[src/rtl/k12a_spi_master_multi.sv]
// k12a_spi_master_multi: multi-channel SPI master with a start/busy/done handshake.
// One transfer runs at a time on the latched channel. The runtime divider sets
// the SCK half-period, and the latched cpol/cpha/lsb_first select the mode and
// bit order.
module k12a_spi_master_multi #(
    parameter int NUM_CHANNELS = 2,
    parameter int DATA_WIDTH   = 8,
    parameter int DIV_WIDTH    = 8,
    localparam int CW = (NUM_CHANNELS > 1) ? $clog2(NUM_CHANNELS) : 1
) (
    input  logic                    cpu_clock,
    input  logic                    reset_n,
    input  logic                    start,
    input  logic [CW-1:0]           chan_sel,
    input  logic [DATA_WIDTH-1:0]   tx_data,
    input  logic                    cpol,
    input  logic                    cpha,
    input  logic                    lsb_first,
    input  logic [DIV_WIDTH-1:0]    clk_div,
    output logic                    busy,
    output logic                    done,
    output logic [DATA_WIDTH-1:0]   rx_data,
    output logic [NUM_CHANNELS-1:0] spi_sck,
    output logic [NUM_CHANNELS-1:0] spi_mosi,
    input  logic [NUM_CHANNELS-1:0] spi_miso
);

    localparam int HW = $clog2(2 * DATA_WIDTH);
    localparam logic [HW-1:0] LAST_HALF = HW'(2 * DATA_WIDTH - 1);

    typedef enum logic [1:0] {IDLE, SHIFT, DONE} state_t;

    state_t                 state_q, state_d;
    logic [CW-1:0]          chan_q, chan_d;
    logic                   cpol_q, cpol_d;
    logic                   cpha_q, cpha_d;
    logic                   lsb_q, lsb_d;
    logic [DIV_WIDTH-1:0]   div_q, div_d;
    logic [DIV_WIDTH-1:0]   div_cnt_q, div_cnt_d;
    logic [HW-1:0]          half_cnt_q, half_cnt_d;
    logic                   sck_q, sck_d;
    logic [DATA_WIDTH-1:0]  tx_q, tx_d;
    logic [DATA_WIDTH-1:0]  rx_sh_q, rx_sh_d;
    logic [DATA_WIDTH-1:0]  rx_data_q, rx_data_d;
    logic                   busy_q, busy_d;
    logic                   done_q, done_d;

    logic                   accept, tick, leading, last_half;
    logic                   sample, shift_tx, miso_act, mosi_bit;
    logic [DATA_WIDTH-1:0]  rx_next;

    // Pick the MISO line of the latched channel.
    always_comb begin
        miso_act = 1'b0;
        for (int i = 0; i < NUM_CHANNELS; i++)
            if (chan_q == CW'(i)) miso_act = spi_miso[i];
    end

    assign mosi_bit = lsb_q ? tx_q[0] : tx_q[DATA_WIDTH-1];

    // Next-state logic: acceptance, divider/half-period counting, TX/RX shifting.
    always_comb begin
        state_d    = state_q;
        chan_d     = chan_q;
        cpol_d     = cpol_q;
        cpha_d     = cpha_q;
        lsb_d      = lsb_q;
        div_d      = div_q;
        div_cnt_d  = div_cnt_q;
        half_cnt_d = half_cnt_q;
        sck_d      = sck_q;
        tx_d       = tx_q;
        rx_sh_d    = rx_sh_q;
        rx_data_d  = rx_data_q;
        busy_d     = busy_q;
        done_d     = 1'b0;

        // A new transfer may start in IDLE or on the DONE cycle's edge (back-to-back).
        accept    = (state_q != SHIFT) && start && (32'(chan_sel) < 32'(NUM_CHANNELS));
        tick      = (div_cnt_q == div_q);
        leading   = ~half_cnt_q[0];
        last_half = (half_cnt_q == LAST_HALF);
        // cpha=0 samples on leading edges, cpha=1 on trailing edges.
        sample    = leading ^ cpha_q;
        // cpha=0: advance on trailing edges except the last one.
        // cpha=1: drive a new bit on every leading edge after the first.
        shift_tx  = cpha_q ? (leading && (half_cnt_q != '0)) : (!leading && !last_half);

        if (sample)
            rx_next = lsb_q ? {miso_act, rx_sh_q[DATA_WIDTH-1:1]}
                            : {rx_sh_q[DATA_WIDTH-2:0], miso_act};
        else
            rx_next = rx_sh_q;

        case (state_q)
            SHIFT: begin
                if (tick) begin
                    div_cnt_d  = '0;
                    sck_d      = ~sck_q;
                    half_cnt_d = half_cnt_q + HW'(1);
                    rx_sh_d    = rx_next;
                    if (shift_tx)
                        tx_d = lsb_q ? (tx_q >> 1) : (tx_q << 1);
                    if (last_half) begin
                        state_d   = DONE;
                        busy_d    = 1'b0;
                        done_d    = 1'b1;
                        rx_data_d = rx_next;
                    end
                end else begin
                    div_cnt_d = div_cnt_q + DIV_WIDTH'(1);
                end
            end
            default: begin
                state_d = IDLE;
                sck_d   = cpol_q;
                if (accept) begin
                    state_d    = SHIFT;
                    busy_d     = 1'b1;
                    chan_d     = chan_sel;
                    cpol_d     = cpol;
                    cpha_d     = cpha;
                    lsb_d      = lsb_first;
                    div_d      = clk_div;
                    div_cnt_d  = '0;
                    half_cnt_d = '0;
                    sck_d      = cpol;
                    tx_d       = tx_data;
                    rx_sh_d    = '0;
                end
            end
        endcase
    end

    // State and registered outputs; reset clears everything immediately.
    always_ff @(posedge cpu_clock or negedge reset_n) begin
        if (!reset_n) begin
            state_q    <= IDLE;
            chan_q     <= '0;
            cpol_q     <= 1'b0;
            cpha_q     <= 1'b0;
            lsb_q      <= 1'b0;
            div_q      <= '0;
            div_cnt_q  <= '0;
            half_cnt_q <= '0;
            sck_q      <= 1'b0;
            tx_q       <= '0;
            rx_sh_q    <= '0;
            rx_data_q  <= '0;
            busy_q     <= 1'b0;
            done_q     <= 1'b0;
        end else begin
            state_q    <= state_d;
            chan_q     <= chan_d;
            cpol_q     <= cpol_d;
            cpha_q     <= cpha_d;
            lsb_q      <= lsb_d;
            div_q      <= div_d;
            div_cnt_q  <= div_cnt_d;
            half_cnt_q <= half_cnt_d;
            sck_q      <= sck_d;
            tx_q       <= tx_d;
            rx_sh_q    <= rx_sh_d;
            rx_data_q  <= rx_data_d;
            busy_q     <= busy_d;
            done_q     <= done_d;
        end
    end

    assign busy    = busy_q;
    assign done    = done_q;
    assign rx_data = rx_data_q;

    // Only the latched channel sees the shifting clock and data. Idle channels
    // sit at the latched cpol with MOSI low.
    for (genvar i = 0; i < NUM_CHANNELS; i++) begin : g_ch
        assign spi_sck[i]  = (chan_q == CW'(i)) ? sck_q : cpol_q;
        assign spi_mosi[i] = busy_q && (chan_q == CW'(i)) && mosi_bit;
    end

endmodule
[config.mk]
export PLATFORM = sky130hd
export DESIGN_NAME = k12a_spi_master_multi
export DESIGN_NICKNAME = d
export VERILOG_FILES = /design/src/rtl/k12a_spi_master_multi.sv
export SDC_FILE = /design/constraint.sdc
export NUM_CORES = 1
export LEC_CHECK = 0
export ABC_AREA = 1
export BUFFER_PORTS_ARGS = -buffer_cell sky130_fd_sc_hd__buf_4
export CAP_MARGIN = 0
export CORE_MARGIN = 2
export CORE_UTILIZATION = 35
export DETAILED_ROUTE_END_ITERATION = 16
export PLACE_DENSITY_LB_ADDON = 0.05
export SETUP_SLACK_MARGIN = 0.05
export SLEW_MARGIN = 15
export SYNTH_ARGS = -nofsm -noshare
export SYNTH_HDL_FRONTEND = slang
export SYNTH_SLANG_ARGS = --single-unit
[constraint.sdc]
create_clock -name cpu_clock -period 3.3 [get_ports cpu_clock]
set_input_delay 0.99 -clock cpu_clock [delete_from_list [all_inputs] [get_ports cpu_clock]]
set_output_delay 0.99 -clock cpu_clock [all_outputs]
set_load 0.02 [all_outputs]
After elaboration in Yosys (flattened, before gate mapping). Index checks and enable logic that the tools add are counted. Widths: inputs -> output; s select.

Register bits after elaboration: 53. Input port bits: 25. Output and inout port bits: 14.

$add $sub $neg: 2. Equal/unequal tests: 7. Multiplexer cells: 34. Bitwise gates (word level): 5. Reduce and logical (&&, ||, !) cells: 16.

Operator list (number): $mux 8 (12); $mux 1 (16); $mux 4 (3); $reduce_and 3->1 (3); $add 8x1->8 const B (1); $eq 8x8->1 (1); $logic_and 1x1->1 (7); $mux 2 (3); $ne 2x2->1 const B (3); $reduce_and 2->1 (3); $add 4x1->4 const B (1); $eq 4x4->1 const B (1); $not 1->1 (4); $reduce_bool 4->1 (1); $eq 2x1->1 const B (1); $ne 2x1->1 const B (1); $reduce_bool 2->1 (1); $logic_not 1->1 (1); $xor 1x1->1 (1).

Longest topological paths before layout.
Depth after elaboration: 7. Gate-level depth with buffers: 11. Mapped depth without buffers: 10.

Worst setup path before layout. OpenSTA, ideal clock, no wires.

Path type: reg-to-output. Start: reg lsb_q. End: out spi_mosi[0]. Arrival time: 1.192 ns. Data required time: 2.310 ns. Path slack: 1.118 ns. Cell stages (with the launch flop): 4. Buffers on the path: 1. Cells stage by stage: dfrtp_1 buf_2 mux2i_1 nor3_1.

Longest elaborated chain between the ends: 2.

Ends and longest elaborated chain: start: declaration (line 37) `logic lsb_q, lsb_d;`; start signal: assignment (line 157) `lsb_q <= lsb_d;`; $mux 1 (line 59) `assign mosi_bit = lsb_q ? tx_q[0] : tx_q[DATA_WIDTH-1];`; $logic_and 1x1->1 (line 178) `assign spi_mosi[i] = busy_q && (chan_q == CW'(i)) && mosi_bit;`; end: declaration (line 24) `output logic [NUM_CHANNELS-1:0] spi_mosi,`.

Every way passes these cells.

Worst setup path after layout. Same ends and word-level chain as after synthesis.

==> metrics.md <==
| Metric | Value |
|---|---|
| Outcome | finished clean |
| Largest stage delay, worst path | 0.73 ns |
| Initial antenna violation count | 0 |
| Clock-pin slew on the worst setup and hold paths | 0.10 ns |
| CTS buffer count | 5 |
| Clk Tree Root Cell | clkbuf_8 |
| Core area | 7730 um^2 |
| Largest net degree at the start of global routing | 54 |
| First drt pass iteration count | 4 |
| Hold path depth | 2 |
| Post-synth net total | 388 |
| Synth area leaders | dfrtp_1, nand2_1, o21ai_0 |
| Synth warn | 0 |
| Cells after synthesis | 360 |
| Die Wd | 93.1 um |
| Unrepaired setup endpoints after global routing | false |
| Avg WL per Cell | 13.2 um |
| CTS Hold Buffers Added | 0 |
| Die Y | 93.1 um |
| # DRC | 0 |
| Layout area overhead | 15.9% |
| Grt ovf | 0 |
| All-layer global routing usage | 16.3% |
| First-pass GRT wire length | 11200 um |
| Slew @ Worst Pin | 0.792 ns |
| Max FO, Critical Path | 16 |
| Peak VDD IR | 336 uV |
| Register area share after synthesis | 47.7% |
| Worst EP required | 2.31 ns |
| Final min period | 2.56 ns |
| Total number of vias | 2316 |
| Slew Viols, Final | 0 |
| Netlist cell types | 30 |
| Worst slew margin | 47.2% |
| R2R Path Start | state_q[0] |
| CP cell instances | mux2i_1 -> nor3_1 -> buf_4 |
| TritonCTS clock tree | built |
| Reg2Reg Depth | 7 |
| Final setup vio count | 0 |
| Worst setup EP type | output pin |
| RePlAce Congestion | 0.779 |
| Setup CP Type | flip-flop to output pin |
| Crit path DAT | 1.57 ns |
| Yosys top cell by area | dfrtp_1 |
| Asr flop ratio synth | 100% |
| DRT iter0 DRCs | 86 |
| Final ANT Viol Nets | 0 |
| Post-CTS Resized | 0 |
| DP Wirelength | 4520 um |
| Setup ws final | 0.735 ns |
| Most common cell in the netlist | nand2_1 |
| DR vias/cell | 4.66 |
| Share of cells above drive strength 1 | 15.9% |
| Startpoint types | flip-flop |
| Fill count | 799 |
| Worst skew pair latency | 0.31 ns |
| Power Density | 798 nW/um^2 |
| Footprint of the multi-input gates | 1250 um^2 |
| Yosys top cell area share | 47.7% |
| Hold_sp | rx_sh_q[4] |
| Initial Util | 35.9% |
| Flop2flop setup slack | 1.10 ns |
| Final setup TNS | 0 ns |
| FP Rows | 32 |
| Synth Register Bits | 53 |
| Reg area | 1330 um^2 |
| Maximum root-to-sink buffer count | 2 |
| N_diodes | 0 |
| Hold Violations, Final | 0 |
| Final WL | 6540 um |
| Ys flop type | dfrtp_1 |
| Avg Inst Size Synth | 7.72 um^2 |
| Worst clock skew | 0.00818 ns |
| NumNets Final | 422 |
| Final critical-path share of the clock period | 77.7% |
| Number of global-route vias before repair | 2283 |
| DP Worst Slack | 1.08 ns |
| Leakage | 1.66 nW |
| Worst setup startpoint | lsb_q |
| Synth top cells by count | nand2_1, dfrtp_1, o21ai_0, inv_1, nand3_1 |
| Max Clk Rate | 0.390 GHz |
| Setup Buffers After CTS | 0 |
| Sink Count | 53 |
| Max Cap Viol | 0 |
| Port-buffer cells | 38 |
| Full die area | 8660 um^2 |
| CTS HTree Levels | 2 |
| Critical Path Slowest Stage Cell | dfrtp_1 |
| Worst hold path type | flip-flop to flip-flop |
| EDFF count, synth | 0 |
| Synthesized cell area | 2780 um^2 |
| I/O pins | 39 |
==> power by group <==
group | total (W) | switching (W) | internal, W | leakage (nW)
Combinational | 0.00105 | 0.000646 | 0.000406 | 0.967
Clock | 0.000407 | 0.000216 | 0.000190 | 0.0542
Sequential | 0.00111 | 0.000240 | 0.000870 | 0.642
Total | 0.00257 | 0.00110 | 0.00147 | 1.66
==> layout make-up <==
| class | count | share of cell area, % |
|---|---|---|
| clock inverters | 1 | 0.156 |
| flip-flops and latches | 53 | 41.2 |
| clock buffers | 7 | 2.99 |
| well taps | 102 | 3.97 |
| multi-input cells | 262 | 38.7 |
| inverters | 33 | 3.85 |
| repair buffers | 39 | 9.10 |
==> final timing paths <==
kind | end
setup / recovery | spi_mosi[0]
hold / removal | rx_sh_q[4]
setup reg to reg | div_q[6]
hold reg to reg | rx_sh_q[4]
max in group asynchronous | state_q[1]
min in group asynchronous | half_cnt_q[3]
==> cell families after synthesis <==
family	count (synthesis)	synth area share, %
AND/OR/NAND/NOR	197	30.0
multiplexers	1	0.360
AO/OA/AOI/OAI	51	9.77
XOR/XNOR	10	3.42
adder cells (fa/ha/maj)	3	1.35
buffers and inverters	45	7.39
flip-flops	53	47.7
==> flip-flops by register name, summed over array words and instances, names as in the netlist <==
name,cells
lsb_q,1
div_cnt_q,8
rx_data,8
rx_sh_q,8
state_q,2
cpha_q,1
div_q,8
sck_q,1
tx_q,8
done,1
busy,1
half_cnt_q,4
cpol_q,1
chan_q,1
==> stage by stage <==
step	cell area [um^2]	std cells	hold WS, ns	total power, W	utilization [%]
4_1_cts	3220	497	0.488	0.00260	41.6
3_5_place_dp	3120	489	0.464	0.00218	40.3
5_1_grt	3220	497	0.514	0.00281	41.6
6_report	3220	497	0.482	0.00257	41.6
2_1_floorplan	2780	360	0.442	0.00185	-
3_3_place_gp	3120	489	0.456	0.00219	40.3
==> critical path: cells and delay by family, from the launching register on <==
kind	cells	cell delay, ns
buffers and inverters	1	0.17
flip-flops	1	0.73
multiplexers	1	0.30
AND/OR/NAND/NOR	1	0.07
==> placed cells by master (no fill, tap or decap), types with 2 or more instances in the layout <==
| cell | netlist | final |
|---|---|---|
| nand2_1 | 146 | 146 |
| a21oi_1 | 12 | 12 |
| o211ai_1 | 3 | 3 |
| o21ai_0 | 29 | 29 |
| nor2_1 | 11 | 11 |
| nor3_1 | 3 | 3 |
| o21ai_1 | 2 | 2 |
| nand2_4 | 2 | 2 |
| nand3_1 | 26 | 26 |
| xnor2_1 | 4 | 4 |
| ha_1 | 3 | 3 |
| inv_2 | 5 | 5 |
| o22ai_1 | 4 | 4 |
| clkbuf_8 | 0 | 7 |
| dfrtp_1 | 53 | 53 |
| xor2_1 | 5 | 5 |
| inv_1 | 27 | 27 |
| nor2_2 | 4 | 4 |
| buf_4 | 2 | 39 |
==> per-layer routing <==
layer | global-route usage (%) | part of all wire (%)
met1 | 22.5 | 50
met2 | 26.7 | 46
met3 | 2.98 | 2.8
met4 | 3.68 | 0.81
met5 | 0 | 0
Power figures use the tool's default switching activity.
